<file path="config.mk">
export PLATFORM = sky130hd
export DESIGN_NAME = serial_byte_collector
export DESIGN_NICKNAME = d
export VERILOG_FILES = /design/src/rtl/serial_byte_collector.sv
export SDC_FILE = /design/constraint.sdc
export NUM_CORES = 1
export LEC_CHECK = 0
export ABC_AREA = 1
export CAP_MARGIN = 15
export CORE_UTILIZATION = 55
export CTS_CLUSTER_SIZE = 8
export DETAILED_ROUTE_END_ITERATION = 10
export PLACE_DENSITY = 0.8
export SLEW_MARGIN = 20
export SYNTH_ARGS = -nofsm -noshare
export SYNTH_HDL_FRONTEND = slang
export SYNTH_SLANG_ARGS = --single-unit
</file>
<file path="constraint.sdc">
create_clock -name i_clk -period 2.9 [get_ports i_clk]
set_input_delay 0.435 -clock i_clk [delete_from_list [all_inputs] [get_ports i_clk]]
set_output_delay 0.435 -clock i_clk [all_outputs]
set_load 0.02 [all_outputs]
</file>
<file path="src/rtl/serial_byte_collector.sv">
// serial_byte_collector: framed serial-in / parallel-out word assembler.
// Collects DATA_W bits per frame (frame opened by sof), publishes the word on
// o_byte_out with a one-cycle o_load pulse, and flags inter-bit timeouts and
// sof-restarts on o_frame_err.
// Optional macro SBC_PARITY_CHECK_EN: each frame carries a trailing even-parity
// bit, checked before the word is published (mismatch pulses o_parity_err).
//
// state    | meaning
// ---------+-------------------------------------------------------------
// ST_IDLE  | waiting for sdata_valid && sof
// ST_SHIFT | collecting data bits, gap counter running
// ST_PARITY| all data bits held, waiting for the parity bit (macro only)
module serial_byte_collector #(
    parameter int DATA_W    = 8,
    parameter int MSB_FIRST = 1,
    parameter int TIMEOUT   = 15
) (
    input  logic              i_clk,
    input  logic              i_sync_rst_n,
    input  logic              i_sdata,
    input  logic              i_sdata_valid,
    input  logic              i_sof,
    output logic [DATA_W-1:0] o_byte_out,
    output logic              o_load,
    output logic              o_busy,
    output logic              o_frame_err,
    output logic              o_parity_err
);

    localparam int CNT_W = $clog2(DATA_W + 1);
    localparam int GAP_W = $clog2(TIMEOUT + 1);
    localparam logic [CNT_W-1:0] LAST_BIT = CNT_W'(DATA_W - 1);
    localparam logic [GAP_W-1:0] GAP_LAST = GAP_W'(TIMEOUT - 1);

    typedef enum logic [1:0] {
        ST_IDLE   = 2'd0,
        ST_SHIFT  = 2'd1
`ifdef SBC_PARITY_CHECK_EN
        , ST_PARITY = 2'd2
`endif
    } state_t;

    state_t            r_state;
    logic [DATA_W-1:0] r_shift;
    logic [CNT_W-1:0]  r_bit_cnt;
    logic [GAP_W-1:0]  r_gap_cnt;
    logic [DATA_W-1:0] r_byte_out;
    logic              r_load;
    logic              r_busy;
    logic              r_frame_err;

    state_t            w_state_nxt;
    logic [DATA_W-1:0] w_shift_nxt;
    logic [CNT_W-1:0]  w_bit_cnt_nxt;
    logic [GAP_W-1:0]  w_gap_cnt_nxt;
    logic [DATA_W-1:0] w_byte_nxt;
    logic              w_load_nxt;
    logic              w_ferr_nxt;

    logic [DATA_W-1:0] w_first_word;
    logic [DATA_W-1:0] w_shifted;

`ifdef SBC_PARITY_CHECK_EN
    logic              r_parity_err;
    logic              w_perr_nxt;
`endif

    // Bit order: the first bit must end up at the MSB (shift left) or LSB (shift right).
    if (MSB_FIRST != 0) begin : g_msb_first
        assign w_first_word = {{(DATA_W-1){1'b0}}, i_sdata};
        assign w_shifted    = {r_shift[DATA_W-2:0], i_sdata};
    end else begin : g_lsb_first
        assign w_first_word = {i_sdata, {(DATA_W-1){1'b0}}};
        assign w_shifted    = {i_sdata, r_shift[DATA_W-1:1]};
    end

    // Next-state and next-output decode.
    always_comb begin
        w_state_nxt   = r_state;
        w_shift_nxt   = r_shift;
        w_bit_cnt_nxt = r_bit_cnt;
        w_gap_cnt_nxt = r_gap_cnt;
        w_byte_nxt    = r_byte_out;
        w_load_nxt    = 1'b0;
        w_ferr_nxt    = 1'b0;
`ifdef SBC_PARITY_CHECK_EN
        w_perr_nxt    = 1'b0;
`endif
        case (r_state)
            ST_IDLE: begin
                if (i_sdata_valid && i_sof) begin
                    w_shift_nxt   = w_first_word;
                    w_bit_cnt_nxt = CNT_W'(1);
                    w_gap_cnt_nxt = '0;
                    w_state_nxt   = ST_SHIFT;
                end
            end
            ST_SHIFT: begin
                if (i_sdata_valid && i_sof) begin
                    w_ferr_nxt    = 1'b1;
                    w_shift_nxt   = w_first_word;
                    w_bit_cnt_nxt = CNT_W'(1);
                    w_gap_cnt_nxt = '0;
                end else if (i_sdata_valid) begin
                    w_gap_cnt_nxt = '0;
                    w_shift_nxt   = w_shifted;
                    if (r_bit_cnt == LAST_BIT) begin
                        w_bit_cnt_nxt = '0;
`ifdef SBC_PARITY_CHECK_EN
                        w_state_nxt   = ST_PARITY;
`else
                        w_byte_nxt    = w_shifted;
                        w_load_nxt    = 1'b1;
                        w_state_nxt   = ST_IDLE;
`endif
                    end else begin
                        w_bit_cnt_nxt = r_bit_cnt + CNT_W'(1);
                    end
                end else if (r_gap_cnt == GAP_LAST) begin
                    w_ferr_nxt    = 1'b1;
                    w_shift_nxt   = '0;
                    w_bit_cnt_nxt = '0;
                    w_gap_cnt_nxt = '0;
                    w_state_nxt   = ST_IDLE;
                end else begin
                    w_gap_cnt_nxt = r_gap_cnt + GAP_W'(1);
                end
            end
`ifdef SBC_PARITY_CHECK_EN
            ST_PARITY: begin
                if (i_sdata_valid && i_sof) begin
                    w_ferr_nxt    = 1'b1;
                    w_shift_nxt   = w_first_word;
                    w_bit_cnt_nxt = CNT_W'(1);
                    w_gap_cnt_nxt = '0;
                    w_state_nxt   = ST_SHIFT;
                end else if (i_sdata_valid) begin
                    w_gap_cnt_nxt = '0;
                    w_state_nxt   = ST_IDLE;
                    // Even parity: the parity bit equals the XOR of the data bits.
                    if ((^r_shift) == i_sdata) begin
                        w_byte_nxt = r_shift;
                        w_load_nxt = 1'b1;
                    end else begin
                        w_perr_nxt = 1'b1;
                    end
                end else if (r_gap_cnt == GAP_LAST) begin
                    w_ferr_nxt    = 1'b1;
                    w_shift_nxt   = '0;
                    w_gap_cnt_nxt = '0;
                    w_state_nxt   = ST_IDLE;
                end else begin
                    w_gap_cnt_nxt = r_gap_cnt + GAP_W'(1);
                end
            end
`endif
            default: begin
                w_state_nxt = ST_IDLE;
            end
        endcase
    end

    // State and output registers with synchronous active-low reset.
    always_ff @(posedge i_clk) begin
        if (!i_sync_rst_n) begin
            r_state      <= ST_IDLE;
            r_shift      <= '0;
            r_bit_cnt    <= '0;
            r_gap_cnt    <= '0;
            r_byte_out   <= '0;
            r_load       <= 1'b0;
            r_busy       <= 1'b0;
            r_frame_err  <= 1'b0;
`ifdef SBC_PARITY_CHECK_EN
            r_parity_err <= 1'b0;
`endif
        end else begin
            r_state      <= w_state_nxt;
            r_shift      <= w_shift_nxt;
            r_bit_cnt    <= w_bit_cnt_nxt;
            r_gap_cnt    <= w_gap_cnt_nxt;
            r_byte_out   <= w_byte_nxt;
            r_load       <= w_load_nxt;
            r_busy       <= (w_state_nxt != ST_IDLE);
            r_frame_err  <= w_ferr_nxt;
`ifdef SBC_PARITY_CHECK_EN
            r_parity_err <= w_perr_nxt;
`endif
        end
    end

    assign o_byte_out  = r_byte_out;
    assign o_load      = r_load;
    assign o_busy      = r_busy;
    assign o_frame_err = r_frame_err;
`ifdef SBC_PARITY_CHECK_EN
    assign o_parity_err = r_parity_err;
`else
    assign o_parity_err = 1'b0;
`endif

endmodule

</file>
== Yosys cells after proc, flatten, opt, wreduce, memory -nomap -nowiden ==
Cells that the tools add are included.

* Logic and storage cells: 54
* Output and inout port bits: 12
* Bits in registers: 28
* Bits of input ports: 5

* Muxes and demuxes: 26
* Bitwise logic cells: 4
* Add/subtract/negate cells: 2
* Reduce and logical (&&, ||, !) cells: 9
* Equality and inequality tests: 5

{| class="wikitable"
|+ Operator list
! cell !! number
|-
| 4-bit two-way mux || 9
|-
| 7-bit two-way mux || 4
|-
| 4-bit case mux with 2 select lines || 2
|-
| 7-bit case mux with 2 select lines || 1
|-
| 2-bit two-way mux || 5
|-
| 4-bit by 1-bit adder with 4-bit output, second input constant || 2
|-
| 4-bit by 3-bit equality test with 1-bit output, second input constant || 1
|-
| 4-bit equality test, second input constant || 1
|-
| 1-bit two-way mux || 4
|-
| 4-bit inequality test, second input constant || 1
|-
| 1-bit inverter || 4
|-
| 2-bit case mux with 2 select lines || 1
|-
| 2-bit AND reduction || 2
|-
| 4-bit AND reduction || 1
|-
| 2-bit nonzero test || 2
|-
| 4-bit OR reduction || 1
|-
| 3-bit AND reduction || 1
|-
| 2-bit by 1-bit equality test with 1-bit output, second input constant || 1
|-
| 2-bit zero test || 1
|-
| 2-bit inequality test, second input constant || 1
|-
| 1-bit logical AND || 1
|}

== Logic depth before layout (Yosys ltp) ==
* Word-level depth: 6
* Gate-level depth with buffers: 9
* Gate-level depth less buffers: 9

== Worst setup path after synthesis ==
No wires, ideal clock.

* Path type: flip-flop to flip-flop
* Start: register r_gap_cnt[0]
* End: register r_bit_cnt[0]
* Arrival time: 1.130 ns
* Clock period less this slack: 1.243 ns
* Stages on the path, launching flop included: 10
* Data required time: 2.787 ns
* Buffers on the path: 1
* Library setup time: 0.113 ns
* Setup slack: 1.657 ns
* Cell sequence: dfxtp_1 -> inv_1 -> ha_1 -> nand3_1 -> nand3_2 -> nand2_2 -> buf_6 -> nor2_2 -> nand2_1 -> nand2_1

* Cells in the longest elaborated chain, start to end: 3

{| class="wikitable"
|+ Ends and longest elaborated chain
! element !! line !! source
|-
| from (decl) || 46 || <nowiki>logic [GAP_W-1:0] r_gap_cnt;</nowiki>
|-
| from (signal assigned) || 181 || <nowiki>r_gap_cnt <= w_gap_cnt_nxt;</nowiki>
|-
| 4-bit equality test || 119 || <nowiki>end else if (r_gap_cnt == GAP_LAST) begin</nowiki>
|-
| 4-bit inequality test (no source line) || n/a ||
|-
| 3-bit AND reduction (no source line) || n/a ||
|-
| to (signal assigned) || 180 || <nowiki>r_bit_cnt <= w_bit_cnt_nxt;</nowiki>
|-
| to (decl) || 45 || <nowiki>logic [CNT_W-1:0] r_bit_cnt;</nowiki>
|}

No other way between the ends.
A chain may end at the register's enable or synchronous reset.

== Worst setup path in the final report ==
* Start: register r_byte_out[3], in the netlist o_byte_out[3]
* End: output o_byte_out[3]

{| class="wikitable"
|+ RTL lines
! element !! line !! source
|-
| from (decl) || 47 || <nowiki>logic [DATA_W-1:0] r_byte_out;</nowiki>
|-
| from (signal assigned) || 182 || <nowiki>r_byte_out <= w_byte_nxt;</nowiki>
|-
| to (decl) || 23 || <nowiki>output logic [DATA_W-1:0] o_byte_out,</nowiki>
|}

No word-level cell between the ends.

==> qor.yml <==
finish:
  fin_nets: 189
  drive_above_1_share_pct: 11.67
  syn_to_final_growth_pct: 16.31
  stdcell_count: 207
  diodes: 0
  final_area_um2: 1410
place:
  hpwl_um: 1720
  post_dp_cell_area_um2: 1374
  gp_congestion: 0.8559
  dpl_worst_slack_ps: 985.6
  dp.cells: 203
  io_buffers: 15
synth:
  synth_top_area_cell: "dfxtp_1"
  ys.flop_type: "dfxtp_1"
  synth_xor_area_share_pct: 0
  async_flop_share_pct: 0
  synth_area_leaders: "dfxtp_1, nand2_1, nand3_1"
  syn_avg_cell_area_um2: 7.393
  synth_top_family_by_area: "simple AND/OR/NAND/NOR gates"
  syn_area_um2: 1212
  synth_compound_area_share_pct: 8.978
  postSynthCellCount: 164
  seq_area_frac_synth_pct: 46.23
  muxShareOfSynthArea_pct: 0
  synth_commonest_cells: "nand2_1, dfxtp_1, nand3_1"
  ys_types: 22
  synth_enable_flop_cells: 0
  netlist.area_leader.share_pct: 46.23
  synthAdderAreaFrac_pct: 3.096
  yosys.cell_count.top_type: "nand2_1"
  ys_ff_latch: 28
  synth_simple_gate_area_share_pct: 32.92
  ys_warn_count: 0
run:
  drv_cap: 0
sta:
  rsz0062_at_grt: "no"
  min_period_ps: 1723
  fin_crit_sh_pct: 59.41
  setup_viol: 0
  fin_setup_tns_ps: 0
  maxSlewViolCount: 0
  holdWs_ps: 473.5
  hold_viol: 0
  worst_slack_ps: 1177
  fmax_ghz: 0.5804
  skew_ps: 2.939
global_route:
  gr-total-overflow: 0
  grt_usage_pct: 20.24
  grt_start_max_net_pins: 17
  grt_pass1_vias: 900
  grt_pass1_wl_um: 3795
  antenna_found_initial: 0
clock_tree:
  cts_max_path_buffers: 2
  clk_pin_slew_ps: 140
  clk-insertion-delay-late_ps: 320
  cts_sinks: 28
  cts_root_buf: "clkbuf_4"
  post_cts_resize_count: 0
  htree_levels: 1
  cts_made_buffers: 3
  ctsHoldBuffers: 0
  cts_setup_buffers: 0
  cts_tree: "built"
drt:
  wire_per_inst_um: 10.83
  num_vias: 1048
  first_iter_violations: 27
  drcViolationCount: 0
  drt_pass1_iterations: 5
  routed_wl_um: 2241
  ant_nets: 0
  viasPerCell: 5.063
setup_path:
  cp-end-kind: "output port"
  critPathRequiredTime_ps: 2470
  max_stage_delay_ps: 610
  cp_slowest_cell: "clkdlybuf4s50_1"
  crit_type: "flip-flop to output port"
  critPathLaunch: "o_byte_out[3]$_SDFFE_PN0P_"
  worstReg2RegStart: "r_gap_cnt[0]$_SDFFE_PN0P_"
  cp_max_fo: 2
  cp.arrival_ps: 1290
  critical_path.startpoint_type: "flip-flop"
  path_cells: "clkdlybuf4s50_1"
  cp_num_buf_inv: 1
  cp_top_family: "buffers and inverters"
floorplan:
  die_area_um2: 2396
  fp.dieH_um: 48.95
  io-pin-count: 17
  core_region_area_um2: 2022
  initial_core_util_pct: 59.96
  row_count: 16
  die-width_um: 48.95
pwr:
  power_density_nw_per_um2: 436.2
  ir_drop_mv: 0.2772
  p_leak_nw: 0.5848
worst_hold_path:
  min_from: "o_byte_out[2]$_SDFFE_PN0P_"
  hp-class: "flip-flop to flip-flop"
outcome:
  outcome: "completed"
## layout by cell type (no fill, tap or decap)
master / Yosys / routed
nand2_1: 44 / 44
dfxtp_1: 28 / 28
nand3_1: 16 / 16
clkdlybuf4s50_1: 0 / 15
nor2_1: 14 / 14
inv_1: 13 / 13
a21oi_1: 11 / 11
o21ai_1: 7 / 7
inv_2: 4 / 4
nor2_2: 4 / 4
nand4_1: 4 / 4
nand2_2: 3 / 3
ha_1: 3 / 3
clkbuf_4: 0 / 3
o21ai_0: 2 / 2
conb_1: 1 / 2
nor2_4: 1 / 1
nand3_2: 1 / 1
o21ai_2: 1 / 1
nand2_4: 1 / 1
clkinv_2: 1 / 1
clkbuf_8: 0 / 1
buf_4: 2 / 1
## final cells by class
type	count	area, um2
multi-input combinational	114	553.0
fill	171	611.8
sequential	28	560.5
timing repair buffer	16	157.7
tap	27	33.78
inverter	18	68.82
clock buffer	4	36.28
## worst reg2reg max path: stages, from the launching register on
cell     delay [ps]
dfxtp_1         400
inv_1            80
ha_1            200
nand3_1         150
nand3_2         120
nand2_2         210
nand2_1         130
o21ai_1         130
## power breakdown
group	internal, mW	total [mW]	switching, mW
registers	0.389	0.393	0.00445
clock network	0.0767	0.183	0.106
logic	0.0136	0.0388	0.0252
## state kept, by name (all words and copies together) (netlist names)
signal and count:
o_byte_out 8, r_shift 7, r_bit_cnt 4, r_gap_cnt 4
r_state 2, o_busy 1, o_frame_err 1, o_load 1
## per-stage QoR
stage	utilization, %	power [mW]
after global placement	67.95	0.4392
after detailed placement	67.95	0.4405
final	69.74	0.6152
after CTS	69.74	0.6233
after floorplan	-	0.4294
after global routing	69.74	0.6431
## final timing paths
path	endpoint	slack, ps	cells after the start
setup reg to reg	r_shift[2]$_SDFFE_PN0P_	1430	7
hold / removal	o_byte_out[2]$_SDFFE_PN0P_	470	2
hold reg to reg	o_byte_out[2]$_SDFFE_PN0P_	470	2
setup / recovery	o_byte_out[3]	1180	1
## layer usage
| layer | GRT usage (%) | vias to the layer above | wire length (um) |
|---|---|---|---|
| li1 | - | 552 | - |
| met1 | 25.59 | 469 | 1066 |
| met2 | 34.49 | 25 | 1072 |
| met3 | 3.738 | 2 | 88 |
| met4 | 6.863 | 0 | 13 |
| met5 | 0 | - | 0 |
## cell families (layout without fill, tap and decap cells)
family | count (synthesis) | in the layout
buffers and inverters | 23 | 38
AND/OR/NAND/NOR | 88 | 88
AO/OA/AOI/OAI | 21 | 21
other | 1 | 2
flip-flops | 28 | 28
adder cells (fa/ha/maj) | 3 | 3
(Power assumes the default switching activity.)
